$ cat src/rtl/fwd_hazard_ctrl.sv
// EX-stage operand forwarding control: registered ForwardA/ForwardB select codes
// and the combinational load-use stall request, with a saturating stall counter.
module fwd_hazard_ctrl #(
  parameter int CNT_W = 16
) (
  input  logic             clk_i,
  input  logic             rst_i,
  input  logic             id_valid_i,
  input  logic [4:0]       id_rs1_i,
  input  logic [4:0]       id_rs2_i,
  input  logic [4:0]       id_rd_i,
  input  logic             id_regwrite_i,
  input  logic             id_memread_i,
  input  logic             flush_i,
  output logic [1:0]       forward_a_o,
  output logic [1:0]       forward_b_o,
  output logic             stall_o,
  output logic [CNT_W-1:0] stall_cnt_o
);

  localparam logic [1:0] SEL_RF    = 2'b00;
  localparam logic [1:0] SEL_WB    = 2'b01;
  localparam logic [1:0] SEL_EXMEM = 2'b10;

  typedef struct packed {
    logic       v;
    logic [4:0] rd;
    logic       regwrite;
    logic       memread;
  } idex_t;

  // The MEM/WB view is exactly this slot one edge later; selects are computed a
  // stage early, so no separate MEM/WB register is kept.
  typedef struct packed {
    logic       v;
    logic [4:0] rd;
    logic       regwrite;
  } exmem_t;

  localparam idex_t IDEX_BUBBLE = '{v: 1'b0, rd: 5'd0, regwrite: 1'b0, memread: 1'b0};

  idex_t      idex_q;
  exmem_t     exmem_q;
  logic       load_bubble;
  logic [1:0] fwd_a_d;
  logic [1:0] fwd_b_d;

  // True when a slot will deliver a value for register src; x0 never forwards.
  function automatic logic producer_hit(logic v, logic regwrite, logic [4:0] rd,
                                        logic [4:0] src);
    return v & regwrite & (rd != 5'd0) & (rd == src);
  endfunction

  function automatic logic [1:0] select_for(idex_t idex, exmem_t exmem, logic [4:0] src);
    if (producer_hit(idex.v, idex.regwrite, idex.rd, src))
      return SEL_EXMEM;
    else if (producer_hit(exmem.v, exmem.regwrite, exmem.rd, src))
      return SEL_WB;
    else
      return SEL_RF;
  endfunction

  // NOTE: every variable gets a default first so no path can infer a latch.
  always_comb begin
    stall_o     = 1'b0;
    load_bubble = 1'b1;
    fwd_a_d     = SEL_RF;
    fwd_b_d     = SEL_RF;

    stall_o = id_valid_i & ~flush_i & idex_q.v & idex_q.memread & (idex_q.rd != 5'd0) &
              ((idex_q.rd == id_rs1_i) | (idex_q.rd == id_rs2_i));

    load_bubble = stall_o | flush_i | ~id_valid_i;

    if (!load_bubble) begin
      fwd_a_d = select_for(idex_q, exmem_q, id_rs1_i);
      fwd_b_d = select_for(idex_q, exmem_q, id_rs2_i);
    end
  end

  // NOTE: sequential state uses non-blocking assignments so every register
  // samples the pre-edge values, making EXMEM <= IDEX a true shift.
  always_ff @(posedge clk_i or negedge rst_i) begin
    if (!rst_i) begin
      idex_q      <= IDEX_BUBBLE;
      exmem_q     <= '0;
      forward_a_o <= SEL_RF;
      forward_b_o <= SEL_RF;
      stall_cnt_o <= '0;
    end else begin
      exmem_q <= '{v: idex_q.v, rd: idex_q.rd, regwrite: idex_q.regwrite};

      if (load_bubble) begin
        idex_q <= IDEX_BUBBLE;
      end else begin
        idex_q <= '{v: 1'b1, rd: id_rd_i, regwrite: id_regwrite_i, memread: id_memread_i};
      end

      forward_a_o <= fwd_a_d;
      forward_b_o <= fwd_b_d;

      if (stall_o && (stall_cnt_o != {CNT_W{1'b1}}))
        stall_cnt_o <= stall_cnt_o + 1'b1;
    end
  end

endmodule

$ cat config.mk
export PLATFORM = sky130hd
export DESIGN_NAME = fwd_hazard_ctrl
export DESIGN_NICKNAME = d
export VERILOG_FILES = /design/src/rtl/fwd_hazard_ctrl.sv
export SDC_FILE = /design/constraint.sdc
export NUM_CORES = 1
export LEC_CHECK = 0
export BUFFER_PORTS_ARGS = -buffer_cell sky130_fd_sc_hd__buf_4
export CORE_UTILIZATION = 50
export DETAILED_ROUTE_END_ITERATION = 8
export PLACE_DENSITY = 0.77
export SETUP_SLACK_MARGIN = 0.02
export SYNTH_ARGS = -nofsm -noshare
export SYNTH_HDL_FRONTEND = slang
export SYNTH_SLANG_ARGS = --single-unit
$ cat constraint.sdc
create_clock -name clk_i -period 4.2 [get_ports clk_i]
set_clock_uncertainty 0.15 [all_clocks]
set_input_delay 0 -clock clk_i [delete_from_list [all_inputs] [get_ports clk_i]]
set_output_delay 0 -clock clk_i [all_outputs]
set_load 0.02 [all_outputs]
==> results.txt, run 1 <==
* Result of the run: finished, final reports clean
- Vertical extent of the die: approximately 60 um
- Clock latency at the later pin of the worst-skew pair: approximately 320 ps
* Clock Sink Count: 35
- The count of nets left with antenna violations once routing finished came out at 0.
* Number of nets produced by synthesis: 158
* Horizontal extent of the die: roughly 59 um
- Setup repair after global routing left no endpoint under its margin.
- Via total after detailed routing: 1,212
* Number of pins exceeding their max-slew limit in the final report: 0
- Power per standard cell area: 271 nW/um^2
* Fin Setup TNS: 0 ps
- Dividing the detail-routed via count by the number of cells gives around 5.
- Clock-pin slew reported for the worst setup and hold paths after clock tree synthesis: 100 ps
* Cts bufs inserted: 5
- Across every metal layer, demand over resource in global routing totals 0.211.
- The tool flagged a number of max-cap violations equal to 0.
- Detail-routed net length per standard cell: about 13 um
- Critical Path Source Type: flop
- Worst Tran Pin Value: between 600 and 700 ps
* Initial drt markers: 40
- I/O pin count: between 40 and 50
- Sequential cell area fraction in the yosys report: 0.547
- Cell Area, Placed: just under 2000 um^2
- After detailed routing, the number of remaining DRC violations is 0.
- After legalization and detailed placement, the total HPWL measured ~2300 um.
- The total area inside the core boundary comes to 3050 um^2.
- In this run the deepest clock path goes through 2 buffers.
* Number of antenna violations at the first check in global routing: 0
- Setup violations remaining at the end of the flow were counted as 0.
* Clock tree from TritonCTS: yes
- Wire length of the first global-routing pass: between 5000 and 6000 um
- Total routed wire length on the met1 layer: 1430 um
- The number of antenna diodes in the final layout is 0.
- Wire segments on met2 add up to roughly 1600 um in the final route.
* Pin count of the biggest net entering global routing: 36
- Gates resized, CTS repair: 0
* WP data required: 4270 ps
* Routed met3 length: between 100 and 150 um
- Synth-to-Final Area Change: 32.5%
* Leakage: approximately 1 nW
* Hold WC Path Type: input pin to asynchronous set/reset pin
- Overflow left after global routing: 0
- The Yosys step of the flow raised 0 warnings.
- Max IR drop VDD: slightly above 200 uV
* Share of post-route cells with drive strength above 1: 0.277
* Number of I/O port buffers: 41
- Final cycle utilization of the critical path: 0.544
- Standard-cell rows: 20
- Shortest clock period the worst path allows after layout: 2290 ps
* Count of different cell masters after synthesis: 28
- Worst hold slack across all endpoints: approximately 3.8 ps
* Final worst slack: approximately 1900 ps
- Summing all non-filler instances in the final layout gives an area of approximately 2100 um^2.
- Clock tree synthesis selected as its root buffer the cell sky130_fd_sc_hd__clkbuf_4.
- The floorplan step defined a die boundary enclosing 3430 um^2.
* Post-Place Setup Slack: between 1500 and 2000 ps
- Cells after synthesis: between 100 and 150
* Highest routed metal layer: met4
- Count of buffers added by post-CTS timing repair for setup: 0
* Via count of the first global-routing pass: roughly 1,200
- Net count of the finished layout: about 220
* Deepest level of the CTS H-tree: 2
- Total Wirelength: 3160 um
- Timing would allow up to between 400 and 500 MHz.
- The number of hold violations in the final report is 0.
- Critical Path AT: about 2400 ps
- In this run, synthesis produced a sequential element count of 35.
- Endpoint class of the critical path: flop
- The first detailed-routing pass ran for 5 iterations.
- Max-Slew Margin vs Limit: 0.588
* Type of the worst setup path: flop to flop
* Average size of a mapped cell: about 12 um^2
* Routability Congestion: 0.869
* Largest driver fanout on the critical path: 14
* Synthesized cell area: roughly 1600 um^2
- Effective utilization at floorplan: 0.525
cell usage after synthesis:
| library cell | instances | area (um^2) |
|---|---|---|
| sky130_fd_sc_hd__a21oi_4 | 1 | 16.3 |
| sky130_fd_sc_hd__nor3_1 | 3 | 15.0 |
| sky130_fd_sc_hd__a21oi_1 | 2 | 10.0 |
| sky130_fd_sc_hd__o2111ai_2 | 1 | 15.0 |
| sky130_fd_sc_hd__nor4_1 | 2 | 12.5 |
| sky130_fd_sc_hd__mux2_1 | 1 | 11.3 |
| sky130_fd_sc_hd__a31o_2 | 1 | 8.76 |
| sky130_fd_sc_hd__buf_2 | 1 | 5.00 |
| sky130_fd_sc_hd__nor2b_1 | 2 | 12.5 |
| sky130_fd_sc_hd__or3_1 | 1 | 6.26 |
| sky130_fd_sc_hd__mux2_2 | 1 | 11.3 |
| sky130_fd_sc_hd__and2_1 | 9 | 56.3 |
| sky130_fd_sc_hd__o211ai_1 | 1 | 7.51 |
| sky130_fd_sc_hd__ha_1 | 1 | 12.5 |
| sky130_fd_sc_hd__and3_1 | 6 | 37.5 |
| sky130_fd_sc_hd__dfrtp_1 | 35 | 876 |
| sky130_fd_sc_hd__buf_6 | 1 | 11.3 |
| sky130_fd_sc_hd__and4bb_1 | 1 | 12.5 |
| sky130_fd_sc_hd__nand2_1 | 9 | 33.8 |
| sky130_fd_sc_hd__nand4_1 | 7 | 43.8 |
| sky130_fd_sc_hd__nor2_1 | 5 | 18.8 |
| sky130_fd_sc_hd__xnor2_1 | 22 | 193 |
| sky130_fd_sc_hd__o311a_1 | 1 | 10.0 |
| sky130_fd_sc_hd__a21oi_2 | 1 | 8.76 |
| sky130_fd_sc_hd__or4_4 | 1 | 11.3 |
| sky130_fd_sc_hd__xor2_1 | 11 | 96.3 |
| sky130_fd_sc_hd__nand2b_1 | 3 | 18.8 |
| sky130_fd_sc_hd__nand3_1 | 6 | 30.0 |
critical path, stage by stage, from the launching register on:
cell and delay (ps):
sky130_fd_sc_hd__dfrtp_1 440, sky130_fd_sc_hd__ha_1 230, sky130_fd_sc_hd__nand3_1 110, sky130_fd_sc_hd__and4bb_1 260, sky130_fd_sc_hd__a31o_2 270, sky130_fd_sc_hd__a21oi_4 330
sky130_fd_sc_hd__mux2_2 390
area by class of cell:
class	instances	area (um^2)
fill	234	931
sequential	35	876
multi-input combinational	99	709
timing repair buffer	53	428
tap	44	55.1
clock buffer	6	41.3
clock inverter	2	12.5
path summary, 6_finish.rpt:
path,startpoint,end,slack [ps],cells after the start
max reg2reg,stall_cnt_o[0]$_DFFE_PN0P_,stall_cnt_o[1]$_DFFE_PN0P_,1910,6
min,rst_i,stall_cnt_o[0]$_DFFE_PN0P_,4,2
min in group clk_i,id_rs2_i[2],forward_b_o[0]$_DFF_PN0_,20,5
max,stall_cnt_o[0]$_DFFE_PN0P_,stall_cnt_o[1]$_DFFE_PN0P_,1910,6
min reg2reg,idex_q[1]$_DFF_PN0_,exmem_q[0]$_DFF_PN0_,250,0
max in group asynchronous,rst_i,stall_cnt_o[8]$_DFFE_PN0P_,3600,2
what timing repair did:
item,in CTS,in global routing
hold endpoints to repair,45,0
endpoints found under the setup margin,0,0
hold buffers,12,0
placed cells by master, fill, tap and decap left out, types with 2 or more instances in the layout:
master	Yosys	final
sky130_fd_sc_hd__a21oi_1	2	2
sky130_fd_sc_hd__clkbuf_4	0	5
sky130_fd_sc_hd__dfrtp_1	35	35
sky130_fd_sc_hd__xor2_1	11	11
sky130_fd_sc_hd__and2_1	9	9
sky130_fd_sc_hd__nand2_1	9	9
sky130_fd_sc_hd__nor4_1	2	2
sky130_fd_sc_hd__nand4_1	7	7
sky130_fd_sc_hd__and3_1	6	6
sky130_fd_sc_hd__buf_4	0	41
sky130_fd_sc_hd__nor2b_1	2	2
sky130_fd_sc_hd__xnor2_1	22	22
sky130_fd_sc_hd__nor2_1	5	5
sky130_fd_sc_hd__nand3_1	6	6
sky130_fd_sc_hd__nand2b_1	3	3
sky130_fd_sc_hd__nor3_1	3	3
sky130_fd_sc_hd__dlygate4sd3_1	0	12
per-layer routing:
layer  vias to the layer above  global-route usage
met5                         -                   0
met4                         0              0.0918
met3                         2              0.0484
met2                        33               0.360
met1                       589               0.257
li1                        588                   -
metrics by stage:
stage	total power, mW	util	instances
floorplan	0.376	-	136
global placement	0.403	0.638	219
detailed placement	0.405	0.638	219
CTS	0.583	0.695	239
global route	0.608	0.695	239
finish	0.575	0.695	239
kinds of logic (layout without fill, tap and decap cells):
kind of cell | count (synthesis) | count (layout) | synth area share
XOR/XNOR | 33 | 33 | 0.180
multiplexers | 2 | 2 | 0.0141
adder cells (fa/ha/maj) | 1 | 1 | 0.00781
flip-flops | 35 | 35 | 0.547
buffers and inverters | 2 | 61 | 0.0102
AND/OR/NAND/NOR | 55 | 55 | 0.193
AO/OA/AOI/OAI | 8 | 8 | 0.0477
registers in the layout (all words and copies together), names as in the netlist:
signal,flops
stall_cnt_o,16
exmem_q,7
forward_b_o,2
forward_a_o,2
idex_q,8
where the power goes:
| part | total [mW] | internal [mW] | switching [mW] |
|---|---|---|---|
| Clock | 0.168 | 0.0646 | 0.103 |
| Sequential | 0.349 | 0.343 | 0.00662 |
| Combinational | 0.0580 | 0.0333 | 0.0247 |
Note: power is estimated with default switching activity, not from simulation.
==> run 2: changes to the inputs <==
Clock period 4.2 ns to 2.4 ns, I/O delays scaled along.
==> run 2 against run 1 <==
Sequential share of layout area decreased by 1.7 points; sequential power grew 75%; sequential cell count stayed put; largest power group unchanged; worst hold slack improved by 8.1 ps; critical path type unchanged; final area is 4.4% higher; cell count increased by 2.9%; fmax rose by 5.5%; count of clock-buffer cells in the layout fell by 1.
==> results.txt, run 2 (synthesized netlist as in run 1, its figures left out) <==
- At the end of routability-driven placement, the weighted congestion stood at about 0.86.
- I/O pin count: 42
* Biggest registers after layout: stall_cnt_o: 16 flops, idex_q: 8 flops, exmem_q: 7 flops
- In the routed layout, each cell is associated on average with a via count of about 4.9.
* Number of flip-flops in the largest register: 16
- The number of hold violations in the final report was 0.
* HPWL Detailed: around 2300 um
- Data on the critical path is required at its endpoint by 2490 ps.
* Final-layout fill cell count: between 200 and 250
* Clock Sink Count: 35
- After routing the design area is about 2200 um^2.
* Highest attainable clock frequency: roughly 460 MHz
- IR analysis of the VDD net gives a maximum drop of around 380 uV.
* Most frequent cells in the layout: sky130_fd_sc_hd__buf_4, sky130_fd_sc_hd__dfrtp_1, sky130_fd_sc_hd__xnor2_1, sky130_fd_sc_hd__dlygate4sd3_1, sky130_fd_sc_hd__xor2_1
* Number of I/O port buffers: ~40
- The initial utilization of the core area, before any placement, comes to 0.525.
* Clock-pin slew reported for the worst setup and hold paths after clock tree synthesis: between 100 and 150 ps
- 0 antenna diodes ended up in the layout.
- Number of antenna violations at the first check in global routing: 0
* Most flops, register: stall_cnt_o
* Reg-to-reg endpoint: stall_cnt_o[1]$_DFFE_PN0P_
* Worst flop-to-flop path startpoint: stall_cnt_o[0]$_DFFE_PN0P_
* Endpoint class of the critical path: flop
- Worst hold slack across all endpoints: around 12 ps
* Deepest level of the CTS H-tree: 2
- Final cycle utilization of the critical path: 0.904
- Critical Path Source Type: flop
* Wire length of the first global-routing pass: 5180 um
- Die area: about 3400 um^2
- In this run, placement finished with an instance count of 220.
- Type of the worst setup path: flop to flop
- Power spread over the standard cell area amounts to about 480 nW/um^2.
- Min-delay src: id_rs2_i[2]
* Via count of the first global-routing pass: approximately 1,200
- Fin Setup TNS: 0 ps
- Net count of the finished layout: around 220
- Number of max-capacitance violations reported: 0
* Share of post-route cells with drive strength above 1: 0.292
- Worst Tran Pin Value: 460 ps
- Row generation in the floorplan step produced 20 rows.
* Critical Path AT: 2260 ps
- The routed design could run at a clock period as short as between 2000 and 2500 ps.
* Cts bufs inserted: 5
* Post-DRT Antenna Nets: 0
- The die is ~59 um tall.
- Root Driver: sky130_fd_sc_hd__clkbuf_4
- Setup repair after global routing left no endpoint under its margin.
- 1st-pass router iterations: 4
- Number of buffers between clock root and the deepest sink: 2
- In the global route stage, overall resource usage came out at 0.206.
- Total Wirelength: about 3100 um
* Non-filler instance count after layout: approximately 250
- Clock tree from TritonCTS: yes
- The detailed router finished its first iteration with 23 violations.
* Setup slack on the worst flop-to-flop path: around 230 ps
- The count of pins over their slew limit came to 0.
- The floorplan step set the die width to approximately 60 um.
* Most frequent standard cell in the layout excluding fill and tap cells: sky130_fd_sc_hd__buf_4
* Largest driver fanout on the critical path: 9
* Leakage: roughly 1.1 nW
* Synth-to-Final Area Change: 38.3%
* Core Box Area: slightly above 3000 um^2
* Pin count of the biggest net entering global routing: 36
- The routed layout has 1,212 vias.
- Hold Path Cell Cnt: 5
* Detail-routed net length per standard cell: ~13 um
- After detailed placement, the total cell area comes to approximately 2000 um^2.
- Depth of the worst register-to-register path: 7
- The flow ran to the end, and the final reports show no timing, DRC or antenna violations.
* Number of setup violations in the final report: 0
* Destination of the worst hold path: forward_b_o[0]$_DFF_PN0_
* Post-route DRC: 0
- Summed over all layers, the global routing overflow is 0.
- Hold WC Path Type: input pin to flop
- Max-Slew Margin vs Limit: 0.691
* Clock latency at the later pin of the worst-skew pair: ~340 ps
[run 2: cell count changes in the layout (fill, tap and decap cells not counted), sizes merged]
| cell | change |
|---|---|
| buf | +4 |
| clkbuf | -1 |
| clkinv | -1 |
| clkinvlp | +1 |
| dlygate4sd3 | +3 |
| inv | +1 |
[run 2: critical path, stage by stage (launching register included)]
cell,delay (ps)
sky130_fd_sc_hd__dfrtp_1,440
sky130_fd_sc_hd__ha_1,230
sky130_fd_sc_hd__nand3_1,110
sky130_fd_sc_hd__and4bb_1,260
sky130_fd_sc_hd__a31o_2,270
sky130_fd_sc_hd__a21oi_4,150
sky130_fd_sc_hd__buf_12,140
sky130_fd_sc_hd__mux2_2,320
[run 2: per-layer routing]
metal / vias up / part of all wire / track usage
met3: 7 / 0.055 / 0.0681
li1: 595 / - / -
met1: 573 / 0.46 / 0.263
met2: 37 / 0.46 / 0.323
met5: - / 0 / 0
met4: 0 / 0.017 / 0.0884
[run 2: how the worst max path moves through the flow]
| stage | start | to | slack [ps] | cells past startpoint |
|---|---|---|---|---|
| 3_5_place_dp | stall_cnt_o[0]$_DFFE_PN0P_ | stall_cnt_o[1]$_DFFE_PN0P_ | 140 | 6 |
| 3_3_place_gp | stall_cnt_o[0]$_DFFE_PN0P_ | stall_cnt_o[1]$_DFFE_PN0P_ | 230 | 6 |
| 5_1_grt | stall_cnt_o[0]$_DFFE_PN0P_ | stall_cnt_o[1]$_DFFE_PN0P_ | 120 | 7 |
| 4_1_cts | stall_cnt_o[0]$_DFFE_PN0P_ | stall_cnt_o[1]$_DFFE_PN0P_ | 110 | 6 |
| 6_report | stall_cnt_o[0]$_DFFE_PN0P_ | stall_cnt_o[1]$_DFFE_PN0P_ | 230 | 7 |
| 2_1_floorplan | stall_cnt_o[0]$_DFFE_PN0P_ | stall_cnt_o[10]$_DFFE_PN0P_ | 260 | 8 |
[run 2: power breakdown]
part	switching (mW)	leakage, nW	internal (mW)
combinational	0.0446	0.544	0.0660
clock	0.215	0.0278	0.117
sequential	0.0111	0.480	0.600
total	0.271	1.05	0.783
[run 2: repair_timing]
item | in CTS | in global routing
gates resized for setup | 0 | 0
hold buffers | 16 | 0
hold endpoints to repair | 46 | 0
setup endpoints to repair | 0 | 1
buffers inserted | 0 | 2
[run 2: stage by stage]
step	utilization	worst slack (ps)	power [mW]
global route	0.725	118	1.10
detailed placement	0.641	142	0.709
floorplan	-	259	0.658
global placement	0.641	226	0.705
finish	0.725	231	1.05
CTS	0.716	114	1.06
[run 2: cell type report]
cell class,instances,area (um^2),area share
clock buffers,5,37.5,0.0169
repair buffers,60,513,0.232
multi-input cells,99,709,0.320
flip-flops and latches,35,876,0.395
clock inverters,3,23.8,0.0107
well taps,44,55.1,0.0249
==> run 3: changes to the inputs <==
Settings changed: ABC_AREA set to 1, CORE_MARGIN set to 2, PLACE_DENSITY 0.77 to 0.75.
==> run 3 against run 2 <==
Fmax is 7.2% lower; power is 8.1% higher; via count is 49% higher; first-iteration DRC count grew to 3.8 times the previous value; critical path type unchanged; largest power group unchanged.
==> results.txt, run 3 <==
- Top_reg_cell synth: sky130_fd_sc_hd__dfrtp_1
* Sequential cell area fraction in the yosys report: 0.431
- The first global-routing pass estimated about 7600 um of wire.
* Capturing element of the worst setup path: forward_b_o[0]$_DFF_PN0_
* Horizontal extent of the die: 67.8 um
- Core Box Area: a little under 4000 um^2
* Slowest stage cell on the critical path: sky130_fd_sc_hd__dlygate4sd3_1
- Clock-pin slew was measured on the worst setup and hold paths at 70 ps.
- Number of antenna repair diodes: 0
- Initial drt markers: just under 90
- Biggest registers after layout: stall_cnt_o: 16 flops, idex_q: 8 flops, exmem_q: 7 flops
- Across all hold checks on the routed design, the worst slack comes to between 40 and 50 ps.
* Synth top cells by count: sky130_fd_sc_hd__nand2_1, sky130_fd_sc_hd__dfrtp_1, sky130_fd_sc_hd__nor2_1, sky130_fd_sc_hd__inv_1, sky130_fd_sc_hd__nand4_1
- Start point of the critical path: exmem_q[4]$_DFF_PN0_
* Final cell area excluding filler cells: around 2600 um^2
- Synth-to-Final Area Change: 28.9%
- The detail route stage leaves a number of antenna-violating nets equal to 0.
- Most flops, register: stall_cnt_o
* Vertical extent of the die: about 68 um
- Cts bufs inserted: 5
* Power per standard cell area: 435 nW/um^2
* Top-area cell type share of the netlist area: 0.431
- VDD sags by at most around 270 uV.
- Synthesis handed over a netlist of ~270 instances.
- Reg-to-reg endpoint: forward_b_o[0]$_DFF_PN0_
* Average size of a mapped cell: 7.50 um^2
- The tool flagged a number of max-cap violations equal to 0.
- DR vias/cell: ~4.8
- STA classifies the critical path startpoint as a flop.
* Most frequent standard cell in the layout excluding fill and tap cells: sky130_fd_sc_hd__nand2_1
* Most frequent cell after synthesis: sky130_fd_sc_hd__nand2_1
- Number of enable flip-flop cells after synthesis: 0
* Die area: 4590 um^2
- The floorplan has 23 rows.
- Number of I/O port buffers: 41
- Derived from the worst setup path, the maximum achievable clock frequency is 428 MHz.
* Pin count of the biggest net entering global routing: 36
- Across all register-to-register paths, the minimum setup slack is 60 ps.
- Fin Setup TNS: 0 ps
* Clock tree from TritonCTS: yes
- Flop and latch count out of synthesis: 35
- Net count of the finished layout: roughly 350
- Detail-routed net length per standard cell: approximately 11 um
- Worst flop-to-flop path startpoint: exmem_q[4]$_DFF_PN0_
- HPWL Detailed: between 3000 and 4000 um
- In this run, distinct cell masters in the synthesized netlist total 25.
- Effective utilization at floorplan: 0.516
- Slowest cell delay on critical path: 590 ps
- Hold WC Path Type: input pin to asynchronous set/reset pin
- The tree is rooted in a sky130_fd_sc_hd__clkbuf_8.
* Depth of the worst register-to-register path: 7
- Measured against its own limit, the worst slew margin works out to 0.717.
* Final worst slack: a little over 60 ps
- The longest clock path from root to sink contains 2 buffers.
- Unrepaired setup endpoints after global routing: true
- Post-Place Setup Slack: ~430 ps
- For this run, the detailed router's first-pass iteration total came to 4.
- Cell Area, Placed: 2380 um^2
- Overall Global Routing Usage: 0.220
* Worst-path cell chain: xnor2_1 > nand2_1 > dlygate4sd3_1 > nor3_2 > dlygate4sd3_1 > nand2_1 > nor2_1
- Leakage: ~1.4 nW
- Result of the run: finished, final reports clean
- Ys Warns: 0
- In this run the worst path has a maximum fanout of 3.
- Number of pins exceeding their max-slew limit in the final report: 0
- I/O pin count: 42
- The routed layout has about 1,800 vias.
* Type of the worst setup path: flop to flop
* Number of nets produced by synthesis: between 200 and 300
* Clock latency at the later pin of the worst-skew pair: ~280 ps
* Deepest level of the CTS H-tree: 2
- Post-synthesis async set-or-reset flop share: 1.00
- Routability Congestion: slightly above 0.9
* WP data required: around 2500 ps
- Fill cells in the final layout number ~330.
- The number of hold violations in the final report came to 0.
- Wires add up to about 4300 um.
- Critical Path AT: 2400 ps
- Final cycle utilization of the critical path: 0.974
- Number of antenna violations at the first check in global routing: 0
- Shortest clock period the worst path allows after layout: ~2300 ps
* Synthesized cell area: roughly 2000 um^2
- Worst Tran Pin Value: 424 ps
* Area leader, netlist: sky130_fd_sc_hd__dfrtp_1
- Of the cells placed in the final design, the portion with a size suffix greater than 1 is 0.199.
* Post-route DRC: 0
- The library cells used most frequently in the layout, excluding fill and tap cells, are sky130_fd_sc_hd__nand2_1, sky130_fd_sc_hd__buf_4, sky130_fd_sc_hd__dfrtp_1, sky130_fd_sc_hd__nor2_1, sky130_fd_sc_hd__inv_1.
- Number of flip-flops in the largest register: 16
* Overflow left after global routing: 0
- Via count of the first global-routing pass: about 1,700
- STA classifies the critical path endpoint as a flop.
* Number of setup violations in the final report: 0
- Ranked by total cell area, the synthesized netlist is headed by sky130_fd_sc_hd__dfrtp_1, sky130_fd_sc_hd__nand2_1, sky130_fd_sc_hd__nand4_1.
- For this design, the sink count on the clock tree is 35.
run 3: report_power, final:
part           internal [mW]  total, mW  switching (mW)
sequential             0.600      0.611          0.0109
clock                  0.202      0.405           0.202
combinational         0.0630      0.123          0.0603
total                  0.866       1.14           0.273
run 3: cell families (layout without fill, tap and decap cells):
family,after synthesis,count (layout),synth area share
compound gates,2,2,0.00492
xor+xnor,19,19,0.0818
fa+ha+maj,1,1,0.00615
buf+inv,40,100,0.0818
flops,35,35,0.431
simple gates,174,174,0.394
run 3: area by class of cell:
type / count / area, um^2 / area share
tap: 50 / 62.6 / 0.0239
timing repair buffer: 57 / 463 / 0.177
clock buffer: 6 / 72.6 / 0.0277
inverter: 35 / 133 / 0.0506
clock inverter: 2 / 12.5 / 0.00478
multi-input combinational: 196 / 1000 / 0.382
sequential: 35 / 876 / 0.334
run 3: timing repair:
item / in CTS / in global routing
gates resized for setup: 0 / 2
hold buffers: 14 / 0
hold endpoints to repair: 44 / 0
endpoints found under the setup margin: 0 / 2
setup buffers: 0 / 1
run 3: metal layers:
| layer | track usage | part of all wire | vias to the layer above |
|---|---|---|---|
| li1 | - | - | 966 |
| met1 | 0.288 | 0.47 | 799 |
| met2 | 0.362 | 0.47 | 43 |
| met3 | 0.0500 | 0.053 | 2 |
| met4 | 0.0700 | 0.0079 | 0 |
| met5 | 0 | 0 | - |
run 3: worst min-delay path by stage:
stage,start,endpoint,slack (ps),cells after the start
after floorplan,rst_i,exmem_q[0]$_DFF_PN0_,-450,0
after global placement,rst_i,idex_q[4]$_DFF_PN0_,-180,1
after detailed placement,rst_i,idex_q[5]$_DFF_PN0_,-180,1
after CTS,rst_i,idex_q[5]$_DFF_PN0_,50,2
after global routing,rst_i,idex_q[5]$_DFF_PN0_,100,2
final,rst_i,exmem_q[3]$_DFF_PN0_,50,2
run 3: worst max-delay path: cells and delay by family (launching register included):
kind	cells	cell delay (ps)
XOR/XNOR	1	150
buffers and inverters	2	1160
AND/OR/NAND/NOR	4	390
flip-flops	1	410
run 3: stage by stage:
step,util,std cells,total power [mW]
6_report,0.665,381,1.14
5_1_grt,0.665,381,1.20
4_1_cts,0.660,380,1.15
3_5_place_dp,0.603,358,0.726
3_3_place_gp,0.603,358,0.724
2_1_floorplan,-,271,0.674
